## src/rtl/uart_rx_if.sv

```systemverilog
// rtl/uart_rx_if.sv - holding-register handshake and status bundle for uart_rx
interface uart_rx_if;
    logic [7:0] oRXDATA;
    logic       oRXVALID;
    logic       iRXREAD;
    logic       oFRAMEERR;
    logic       oOVERRUN;
    logic       iERRCLR;
    logic       oBUSY;

    modport master (
        output oRXDATA, oRXVALID, oFRAMEERR, oOVERRUN, oBUSY,
        input  iRXREAD, iERRCLR
    );

    modport slave (
        input  oRXDATA, oRXVALID, oFRAMEERR, oOVERRUN, oBUSY,
        output iRXREAD, iERRCLR
    );
endinterface

```

## src/rtl/uart_rx.sv

```systemverilog
// rtl/uart_rx.sv - 8N1 serial receiver with one-entry holding register and sticky error flags
module uart_rx #(
    parameter int CLKS_PER_BIT = 434
) (
    input  logic      iCLK,
    input  logic      iRST,
    input  logic      iUART_RX,
    uart_rx_if.master rxIf
);
    localparam int CW = $clog2(CLKS_PER_BIT);
    localparam logic [CW-1:0] BIT_LAST  = CW'(CLKS_PER_BIT - 1);
    localparam logic [CW-1:0] HALF_LAST = CW'(CLKS_PER_BIT / 2 - 1);

    typedef enum logic [2:0] {
        IDLE      = 3'd0,
        START     = 3'd1,
        DATA      = 3'd2,
        STOP      = 3'd3,
        WAIT_IDLE = 3'd4
    } state_t;

    state_t        state, nState;
    logic [CW-1:0] cnt, nCnt;
    logic [2:0]    bitIdx, nBitIdx;
    logic [7:0]    shiftReg, nShiftReg;
    logic          rxMeta, rxs;
    logic [7:0]    rxData;
    logic          rxValid, frameErr, overrun;
    logic          loadByte, setFrameErr;

    // Two-flop synchronizer; idles high so reset never looks like a start bit
    always_ff @(posedge iCLK or posedge iRST) begin
        if (iRST) begin
            rxMeta <= 1'b1;
            rxs    <= 1'b1;
        end else begin
            rxMeta <= iUART_RX;
            rxs    <= rxMeta;
        end
    end

    always_ff @(posedge iCLK or posedge iRST) begin
        if (iRST) begin
            state    <= IDLE;
            cnt      <= '0;
            bitIdx   <= '0;
            shiftReg <= '0;
        end else begin
            state    <= nState;
            cnt      <= nCnt;
            bitIdx   <= nBitIdx;
            shiftReg <= nShiftReg;
        end
    end

    always_comb begin
        nState      = state;
        nCnt        = cnt;
        nBitIdx     = bitIdx;
        nShiftReg   = shiftReg;
        loadByte    = 1'b0;
        setFrameErr = 1'b0;
        unique case (state)
            IDLE: begin
                if (!rxs) begin
                    nState = START;
                    nCnt   = '0;
                end
            end
            START: begin
                if (cnt == HALF_LAST) begin
                    nCnt    = '0;
                    nBitIdx = '0;
                    nState  = rxs ? IDLE : DATA;
                end else begin
                    nCnt = cnt + CW'(1);
                end
            end
            DATA: begin
                if (cnt == BIT_LAST) begin
                    nCnt      = '0;
                    nShiftReg = {rxs, shiftReg[7:1]};
                    if (bitIdx == 3'd7) begin
                        nState = STOP;
                    end else begin
                        nBitIdx = bitIdx + 3'd1;
                    end
                end else begin
                    nCnt = cnt + CW'(1);
                end
            end
            STOP: begin
                if (cnt == BIT_LAST) begin
                    nCnt = '0;
                    if (rxs) begin
                        loadByte = 1'b1;
                        nState   = IDLE;
                    end else begin
                        setFrameErr = 1'b1;
                        nState      = WAIT_IDLE;
                    end
                end else begin
                    nCnt = cnt + CW'(1);
                end
            end
            WAIT_IDLE: begin
                if (rxs) begin
                    nState = IDLE;
                end
            end
            default: nState = IDLE;
        endcase
    end

    // A load beats a simultaneous read, and a flag set beats a simultaneous clear
    always_ff @(posedge iCLK or posedge iRST) begin
        if (iRST) begin
            rxData   <= '0;
            rxValid  <= 1'b0;
            frameErr <= 1'b0;
            overrun  <= 1'b0;
        end else begin
            if (loadByte) begin
                rxData  <= shiftReg;
                rxValid <= 1'b1;
            end else if (rxIf.iRXREAD) begin
                rxValid <= 1'b0;
            end
            frameErr <= setFrameErr | (frameErr & ~rxIf.iERRCLR);
            overrun  <= (loadByte & rxValid & ~rxIf.iRXREAD) | (overrun & ~rxIf.iERRCLR);
        end
    end

    assign rxIf.oRXDATA   = rxData;
    assign rxIf.oRXVALID  = rxValid;
    assign rxIf.oFRAMEERR = frameErr;
    assign rxIf.oOVERRUN  = overrun;
    assign rxIf.oBUSY     = (state != IDLE);
endmodule

```

## src/flat_wrapper.sv

```systemverilog
// flat-port wrapper written by rule: the top's interface ports become plain ports
module uart_rx_flat 
#(
    parameter int CLKS_PER_BIT = 434
)
  (iCLK, iRST, iUART_RX, rxIf_oRXDATA, rxIf_oRXVALID, rxIf_oFRAMEERR, rxIf_oOVERRUN, rxIf_oBUSY, rxIf_iRXREAD, rxIf_iERRCLR);
  uart_rx_if rxIf_i ();
  input  logic iCLK;
  input  logic iRST;
  input  logic iUART_RX;
  output wire logic [$bits(rxIf_i.oRXDATA)-1:0] rxIf_oRXDATA;
  output wire logic [$bits(rxIf_i.oRXVALID)-1:0] rxIf_oRXVALID;
  output wire logic [$bits(rxIf_i.oFRAMEERR)-1:0] rxIf_oFRAMEERR;
  output wire logic [$bits(rxIf_i.oOVERRUN)-1:0] rxIf_oOVERRUN;
  output wire logic [$bits(rxIf_i.oBUSY)-1:0] rxIf_oBUSY;
  input wire logic [$bits(rxIf_i.iRXREAD)-1:0] rxIf_iRXREAD;
  input wire logic [$bits(rxIf_i.iERRCLR)-1:0] rxIf_iERRCLR;
  assign rxIf_oRXDATA = rxIf_i.oRXDATA;
  assign rxIf_oRXVALID = rxIf_i.oRXVALID;
  assign rxIf_oFRAMEERR = rxIf_i.oFRAMEERR;
  assign rxIf_oOVERRUN = rxIf_i.oOVERRUN;
  assign rxIf_oBUSY = rxIf_i.oBUSY;
  assign rxIf_i.iRXREAD = rxIf_iRXREAD;
  assign rxIf_i.iERRCLR = rxIf_iERRCLR;
  uart_rx #(.CLKS_PER_BIT(CLKS_PER_BIT)) u_core (.iCLK(iCLK), .iRST(iRST), .iUART_RX(iUART_RX), .rxIf(rxIf_i));
endmodule
```

## config.mk

```make
export PLATFORM = sky130hd
export DESIGN_NAME = uart_rx_flat
export DESIGN_NICKNAME = d
export VERILOG_FILES = /design/src/rtl/uart_rx_if.sv /design/src/rtl/uart_rx.sv /design/src/flat_wrapper.sv
export SDC_FILE = /design/constraint.sdc
export NUM_CORES = 1
export LEC_CHECK = 0
export BUFFER_PORTS_ARGS = -buffer_cell sky130_fd_sc_hd__clkbuf_2
export CAP_MARGIN = 30
export CORE_AREA = 5 5 68 70
export CTS_BUF_LIST = sky130_fd_sc_hd__clkbuf_4 sky130_fd_sc_hd__clkbuf_8
export DETAILED_ROUTE_END_ITERATION = 7
export DIE_AREA = 0 0 73 75
export HOLD_SLACK_MARGIN = 0.08
export PLACE_DENSITY = 0.61
export RECOVER_POWER = 25
export REMOVE_ABC_BUFFERS = 1
export SLEW_MARGIN = 10
export SYNTH_ARGS = -nofsm -noshare
export SYNTH_HDL_FRONTEND = slang
export SYNTH_SLANG_ARGS = --single-unit
```

## constraint.sdc

```tcl
create_clock -name iCLK -period 2.6 [get_ports iCLK]
set_clock_uncertainty 0.2 [all_clocks]
set_input_delay 0.13 -clock iCLK [delete_from_list [all_inputs] [get_ports iCLK]]
set_output_delay 0.13 -clock iCLK [all_outputs]
set_load 0.02 [all_outputs]
```

# After elaboration in Yosys (flattened, before gate mapping)
# Cells that the tools add are included.
dict set report totals {
  regBits 36
  in_bits 5
  out_inout_bits 12
  word_cells 69
}
dict set report op_classes {
  add_sub_neg 2
  n_eq_ne 14
  muxes 25
  bitwise 8
  reduce_logical 10
}
# cell count
set ops {}
lappend ops {{$mux 3} 10}
lappend ops {{$mux 9} 3}
lappend ops {{$pmux 9 s3} 1}
lappend ops {{$pmux 3 s5} 1}
lappend ops {{$ne 2x1->1 const B} 5}
lappend ops {{$add 9x1->9 const B} 1}
lappend ops {{$eq 9x8->1 const B} 1}
lappend ops {{$eq 9x9->1 const B} 1}
lappend ops {{$mux 1} 8}
lappend ops {{$eq 3x2->1 const B} 2}
lappend ops {{$eq 3x3->1 const B} 2}
lappend ops {{$pmux 3 s2} 1}
lappend ops {{$reduce_and 6->1} 1}
lappend ops {{$reduce_bool 3->1} 2}
lappend ops {{$and 1x1->1} 4}
lappend ops {{$ne 2x2->1 const B} 2}
lappend ops {{$reduce_and 2->1} 2}
lappend ops {{$reduce_and 4->1} 1}
lappend ops {{$reduce_bool 2->1} 2}
lappend ops {{$add 3x1->3 const B} 1}
lappend ops {{$eq 3x1->1 const B} 1}
lappend ops {{$logic_not 3->1} 1}
lappend ops {{$mux 2} 1}
lappend ops {{$not 1->1} 2}
lappend ops {{other kinds (2)} 3}

# Logic depth before layout (Yosys ltp)
# Gate-level depths: netlist of the first run.
dict set report logic_depth {
  word_depth 6
  mapped_depth 7
  depth_no_buf 7
}

# Least setup slack after synthesis of the first run
# Ideal clock, no wire load.
dict set report synth_path {
  path_kind {reg-to-reg}
  from {register u_core.cnt[0]}
  to {register u_core.cnt[5]}
  setup_time_ps 69
  arrival_time_ps 1633
  required_time_ps 2331
  slack_ps 699
  path_stages_with_launch 8
  n_path_buf 0
  period_less_slack_ps 1901
  path_cell_list {dfrtp_1 inv_1 ha_1 and4bb_1 a41oi_4 o211ai_4 or3_1 nand3_1}
}
dict set report synth_via {
  elab_chain_len 3
  elab_cells_between_ends 6
  classes_between {add/sub: 1; eq/ne: 2; mux: 3}
}
# element line
set synth_lines {}
lappend synth_lines {{start: declaration} uart_rx.sv:23} ;# logic [CW-1:0] cnt, nCnt;
lappend synth_lines {{start signal: assignment} uart_rx.sv:50} ;# cnt <= nCnt;
lappend synth_lines {{$add 9x1->9, or another cell as far along} {uart_rx.sv:76, uart_rx.sv:89, uart_rx.sv:103}}
lappend synth_lines {{$mux 9 (on tied branches)} {uart_rx.sv:80, uart_rx.sv:93, uart_rx.sv:71}}
lappend synth_lines {{$pmux 9 s3 *} uart_rx.sv:63} ;# unique case (state)
# Every way passes the cells marked *; elsewhere a longest branch is shown, timed or not.
# A chain may end at the register's enable or synchronous reset.

# Worst setup path after layout of the first run
dict set report layout_path {
  from {register u_core.cnt[0]}
  to {register u_core.cnt[7]}
}
# The elaborated chain is that of the path after synthesis.

==> results of run 1 <==
==> layer usage <==
| metal | vias to the layer above | wire (µm) |
|---|---|---|
| met3 | 7 | 80 |
| met1 | 578 | 1360 |
| met4 | 0 | 73 |
| li1 | 572 | - |
| met2 | 20 | 1720 |
| met5 | - | 0 |
==> final timing paths <==
| kind | from | end | cells past startpoint |
|---|---|---|---|
| max in group asynchronous | iRST | u_core.rxIf.oFRAMEERR$_DFF_PP0_ | 4 |
| min in group asynchronous | iRST | u_core.rxIf.oRXDATA[1]$_DFFE_PP0P_ | 4 |
| worst max register to register | u_core.cnt[0]$_DFFE_PP0P_ | u_core.cnt[7]$_DFFE_PP0P_ | 7 |
| worst min register to register | u_core.rxMeta$_DFF_PP1_ | u_core.rxs$_DFF_PP1_ | 0 |
| worst max-delay path | u_core.cnt[0]$_DFFE_PP0P_ | u_core.cnt[7]$_DFFE_PP0P_ | 7 |
| worst min-delay path | u_core.rxMeta$_DFF_PP1_ | u_core.rxs$_DFF_PP1_ | 0 |
==> sequential cells by signal, summed over array words and instances, names as in the netlist <==
name / flops
u_core.rxIf.oRXDATA: 8
u_core.rxs: 1
u_core.rxMeta: 1
u_core.rxIf.oRXVALID: 1
u_core.bitIdx: 3
u_core.rxIf.oOVERRUN: 1
u_core.cnt: 9
u_core.shiftReg: 8
u_core.rxIf.oFRAMEERR: 1
u_core.state: 3
==> cells by family after synthesis <==
family                     after synthesis  synth area share, %
and+or+nand+nor                         53                 17.8
adders and majority gates                5                 3.63
AOI/OAI and AO/OA                       25                 11.5
muxes                                   18                 11.6
buffers and inverters                   11                 3.12
DFF                                     36                 52.4
==> through the flow <==
| stage | setup slack (ps) | total power [W] | cell area, µm² | hold slack [ps] |
|---|---|---|---|---|
| 6_report | 506 | 0.00107 | 2000 | 161 |
| 5_1_grt | 363 | 0.00112 | 2000 | 165 |
| 4_1_cts | 505 | 0.00109 | 2000 | 164 |
| 3_5_place_dp | 527 | 0.000592 | 1850 | 19.7 |
| 3_3_place_gp | 585 | 0.000592 | 1850 | 19.9 |
| 2_1_floorplan | 699 | 0.000584 | 1700 | -65.5 |
==> synthesized netlist by cell type (2+ instances only) <==
| master | count |
|---|---|
| a21oi_1 | 4 |
| a22o_1 | 2 |
| dfrtp_1 | 34 |
| dfstp_2 | 2 |
| ha_1 | 5 |
| inv_1 | 7 |
| mux2_2 | 16 |
| mux2i_1 | 2 |
| nand2_1 | 20 |
| nand3_1 | 9 |
| nor2_1 | 6 |
| nor3_1 | 2 |
| o21ai_0 | 8 |
| o22ai_1 | 2 |
| o311ai_0 | 2 |
| or3_1 | 2 |
==> power by group <==
part           internal [W]  switching [W]
combinational    0.00000723      0.0000128
sequential         0.000563     0.00000225
clock              0.000284       0.000201
==> critical path, stage by stage (launching register included) <==
cell      delay (ps)
dfrtp_1          430
inv_1             70
ha_1             210
and4bb_1         240
a41oi_4          270
o211a_1          330
nand3_1          120
o311ai_0         110
==> cell type report <==
class / count / area (µm²)
inverters: 7 / 26.3
fillers: 375 / 1920
multi-input cells: 101 / 768
well taps: 50 / 62.6
repair buffers: 21 / 125
flip-flops and latches: 36 / 903
clock buffers: 5 / 68.8
clock inverters: 3 / 42.5
==> metrics.md, run 1 <==
| Metric | Value |
|---|---|
| Status | `finished clean` |
| Number of port buffers | `16` |
| Peak supply drop | `0.362 mV` |
| CP required | `2570 ps` |
| GRT Total Usage | `13.9%` |
| Grt met1 use | `14.9%` |
| Global Route met2 Usage | `24.9%` |
| Crit. End Element | `flip-flop` |
| DR vias | `1177` |
| Commonest non-fill, non-tap cells in the layout | `dfrtp_1, nand2_1, clkbuf_2, mux2_2, nand3_1` |
| CORE AREA | `3910 µm²` |
| Post-route ant nets | `0` |
| Fin crit share | `80.6%` |
| Setup TNS | `0 ps` |
| Worst slew pin tran | `872 ps` |
| Placed cells | `211` |
| Cell Pwr Density | `536 nW/µm²` |
| Top FF cell, synth | `dfrtp_1` |
| Crit path time final | `2090 ps` |
| Vias in the first global route | `1258` |
| Area growth syn-to-layout | `15.7%` |
| CP Class | `reg -> reg` |
| Routing usage on met3 | `4.01%` |
| Gate count after technology mapping | `148` |
| DR pass1 iterations | `4` |
| Fmax | `0.477 GHz` |
| Syn avg cell area | `11.7 µm²` |
| Drt drc | `0` |
| Async SR Flop Fraction | `100%` |
| Antenna violations before repair | `0` |
| Busiest layer in global routing | `met2` |
| Pin count of the biggest net entering global routing | `37` |
| Leak | `0.980 nW` |
| HPWL Detailed | `2330 µm` |
| Final net count | `182` |
| DR iter-0 viols | `57` |
| Slew HR | `41.9%` |
| Post-synth EDFFs | `0` |
| HP Class | `reg -> reg` |
| Most common cell after layout, fill and taps aside | `dfrtp_1` |
| Layout cells sized above 1 | `31.2%` |
| Max-cap violation count | `0` |
| Synthesized area | `1730 µm²` |
| Post-synth cell types | `41` |
| CP startpoint kind | `flip-flop` |
| Cts bufs inserted | `5` |
| # rows | `23` |
| Synth top area share | `49.3%` |
| Post-synth top area cell | `dfrtp_1` |
| Hold Fails Final Rpt | `0` |
| Die Y | `75 µm` |
| Synth Register Bits | `36` |
| Worst reg-to-reg setup slack | `510 ps` |
| Top cells by area, synth | `dfrtp_1, mux2_2, nand2_1, ha_1, dfstp_2` |
| Sink Count | `36` |
| Seq/Total Area, Yosys | `52.4%` |
| Global-route wire length before repair | `5710 µm` |
| Routed length per placed instance | `14.5 µm` |
| Grt ovf | `0` |
| DIE WIDTH | `73 µm` |
| CTS root buf | `clkbuf_8` |
| Post-layout util | `51.0%` |
| CTS max path bufs | `2` |
| CTS tree | `built` |
| Post-cts sizing count | `0` |
| H-tree levels | `2` |
| WP data arrival | `2070 ps` |
| Final max-slew violation count | `0` |
| Clk pin slew, worst setup/hold paths | `70 ps` |
| Non-filler cells, final | `223` |
| Top Ports | `17` |
| Clock Latency Late Sink | `280 ps` |
| Ant. Diodes | `0` |
| DR vias/cell | `5.28` |
| Crit Path Max Fanout | `7` |
| Final setup violation count | `0` |
| RSZ-0062 raised after global routing | `no` |
| Die area | `5480 µm²` |
| Initial Util | `44.1%` |
| Syn. warnings | `0` |
| Cts hold-fix bufs | `4` |
| Post CTS Setup Buffer Count | `0` |
| Routed WL | `3240 µm` |
| GP Congestion | `0.879` |
Note: power is estimated with default switching activity, not from simulation.
==> run 2: changes to the inputs <==
clock period = 2.1 ns   (was 2.6 ns; I/O delays follow)
==> metrics.md, run 2 (same netlist as run 1, synthesis figures left out) <==
| Metric | Value |
|---|---|
| CP Class | `reg -> reg` |
| DR pass1 iterations | `4 (unchanged)` |
| RSZ-0062 raised after global routing | `no` |
| WL met1 | `1450 µm (+6.6%)` |
| Crit Path Max Fanout | `6 (-1)` |
| Smallest hold slack | `166 ps (+5.56 ps)` |
| Antenna violations before repair | `0 (unchanged)` |
| Sequential cell area | `905 µm² (+0.14%)` |
| CORE AREA | `3910 µm² (unchanged)` |
| GRT Total Usage | `13.7% (-0.26 points)` |
| Top Ports | `17 (unchanged)` |
| Top reg by flops | `u_core.cnt` |
| Max layer used | `met4` |
| CP top delay family | `compound AO/OA/AOI/OAI gates` |
| Routed length per placed instance | `14.8 µm (+1.6%)` |
| Grt ovf | `0 (unchanged)` |
| Cts bufs inserted | `5 (unchanged)` |
| Initial Util | `44.1% (unchanged)` |
| Worst reg-to-reg setup slack | `100 ps (-410 ps)` |
| Post-route ant nets | `0 (unchanged)` |
| CTS max path bufs | `2 (unchanged)` |
| Number of port buffers | `16 (unchanged)` |
| CTS tree | `built` |
| Peak supply drop | `0.456 mV (+26%)` |
| CP Buf/Inv Count | `1 (unchanged)` |
| Sink Count | `36 (unchanged)` |
| Worst slew pin tran | `876 ps (+4.20 ps)` |
| Area of the multi-input gates | `788 µm² (+2.6%)` |
| Pin count of the biggest net entering global routing | `37 (unchanged)` |
| Most common cell after layout, fill and taps aside | `dfrtp_1` |
| CP Cell Sequence | `inv_1 -> ha_1 -> and4bb_1 -> a41oi_4 -> o211ai_2 -> o311ai_0` |
| # rows | `23 (unchanged)` |
| Largest register FFs | `9 (unchanged)` |
| Hold_sp | `u_core.rxMeta$_DFF_PP1_` |
| Hold Fails Final Rpt | `0 (unchanged)` |
| CP startpoint kind | `flip-flop` |
| HPWL Detailed | `2360 µm (+1.1%)` |
| H-tree levels | `2 (unchanged)` |
| Ant. Diodes | `0 (unchanged)` |
| DR vias/cell | `5.43 (+2.8%)` |
| Placed instance area | `1880 µm² (+1.6%)` |
| DIE WIDTH | `73 µm (unchanged)` |
| WP data arrival | `1970 ps (-100 ps)` |
| DR iter-0 viols | `69 (+21%)` |
| Commonest non-fill, non-tap cells in the layout | `dfrtp_1, nand2_1, clkbuf_2, mux2_2, nand3_1` |
| Layout cells sized above 1 | `34.3% (+3.1 points)` |
| Final max-slew violation count | `0 (unchanged)` |
| Die area | `5480 µm² (unchanged)` |
| Crit path time final | `2000 ps (-90.2 ps)` |
| Global-route wire length before repair | `5810 µm (+1.7%)` |
| RR Startpoint | `u_core.cnt[0]$_DFFE_PP0P_` |
| Routed WL | `3360 µm (+3.9%)` |
| Fmax | `0.499 GHz (+4.5%)` |
| Slew HR | `41.6% (-0.28 points)` |
| Met2 wire len | `1770 µm (+2.7%)` |
| Fin crit share | `95.4% (+15 points)` |
| Crit. End Element | `flip-flop` |
| Setup TNS | `0 ps (unchanged)` |
| CP required | `2060 ps (-510 ps)` |
| CTS root buf | `clkbuf_8` |
| Fillers | `377 (+0.53%)` |
| Area growth syn-to-layout | `17.9%` |
| Max-cap violation count | `0 (unchanged)` |
| Final net count | `187 (+2.7%)` |
| Worst setup startpoint | `u_core.cnt[0]$_DFFE_PP0P_` |
| Cell Pwr Density | `611 nW/µm² (+14%)` |
| DR vias | `1237 (+5.1%)` |
| Max stage delay on crit path | `410 ps (-20 ps)` |
| Clk pin slew, worst setup/hold paths | `80 ps (about the same)` |
| HP Class | `reg -> reg` |
| Vias in the first global route | `1266 (+0.64%)` |
| Die Y | `75 µm (unchanged)` |
| GP Congestion | `0.868 (-1.2%)` |
| Final setup violation count | `0 (unchanged)` |
| Drt drc | `0 (unchanged)` |
| Status | `finished clean` |
| Leak | `0.998 nW (+1.8%)` |
| CP max-delay cell | `dfrtp_2` |
| Clock Latency Late Sink | `290 ps (about the same)` |
| DR WL met3 | `127 µm (+59%)` |
| Final Cell Area | `2030 µm² (+1.9%)` |
-- run 2: cell types whose count changed in the layout (fill, tap and decap cells not counted), sizes merged --
cell / before / now
buf: 0 / 4
bufinv: 1 / 0
clkbuf: 22 / 23
clkinv: 1 / 0
clkinvlp: 1 / 2
o211ai: 1 / 2
-- run 2: timing repair --
| action | 4_1_cts | 5_1_grt |
|---|---|---|
| hold buffers | 4 | 0 |
| buffers inserted | 0 | 0 |
| hold endpoints to repair | 40 | 0 |
| setup endpoints to repair | 0 | 7 |
| resized for setup | 0 | 4 |
-- run 2: power by group --
part	internal [W]	total (W)	switching [W]
registers	0.000696	0.000699	0.00000265
logic	0.00000895	0.0000247	0.0000158
clock network	0.000265	0.000519	0.000254
-- run 2: stage by stage --
stage | worst slack, ps | std cells | total power, W | util (%)
finish | 95.8 | 228 | 0.00124 | 52.0
global route | 4.41 | 228 | 0.00129 | 52.0
CTS | 56.5 | 227 | 0.00126 | 51.5
detailed placement | 75.5 | 215 | 0.000734 | 48.0
global placement | 144 | 215 | 0.000732 | 48.0
floorplan | 199 | 144 | 0.000723 | -
-- run 2: layout make-up --
class | instances | area share, %
Clock inverter | 2 | 0.738
Multi-Input combinational cell | 102 | 38.7
Timing Repair Buffer | 25 | 7.63
Inverter | 7 | 1.29
Sequential cell | 36 | 44.5
Clock buffer | 6 | 4.06
Tap cell | 50 | 3.08
-- run 2: worst reg2reg max path, stage by stage (launching register included) --
cell	delay (ps)
dfrtp_2	410
inv_1	50
ha_1	180
and4bb_1	230
a41oi_4	250
o211ai_2	190
o311ai_0	380
-- run 2: worst paths after layout --
check / end / cells past startpoint
max: u_core.cnt[8]$_DFFE_PP0P_ / 6
min reg2reg: u_core.rxs$_DFF_PP1_ / 0
min: u_core.rxs$_DFF_PP1_ / 0
min in group asynchronous: u_core.rxIf.oOVERRUN$_DFF_PP0_ / 4
max in group asynchronous: u_core.cnt[0]$_DFFE_PP0P_ / 4
max reg2reg: u_core.cnt[8]$_DFFE_PP0P_ / 6
-- run 2: metal layers --
metal,vias to the layer above,track usage (%)
met2,31,24.5
met5,-,0
met1,618,15.9
met3,2,3.74
met4,0,4.10
li1,586,-
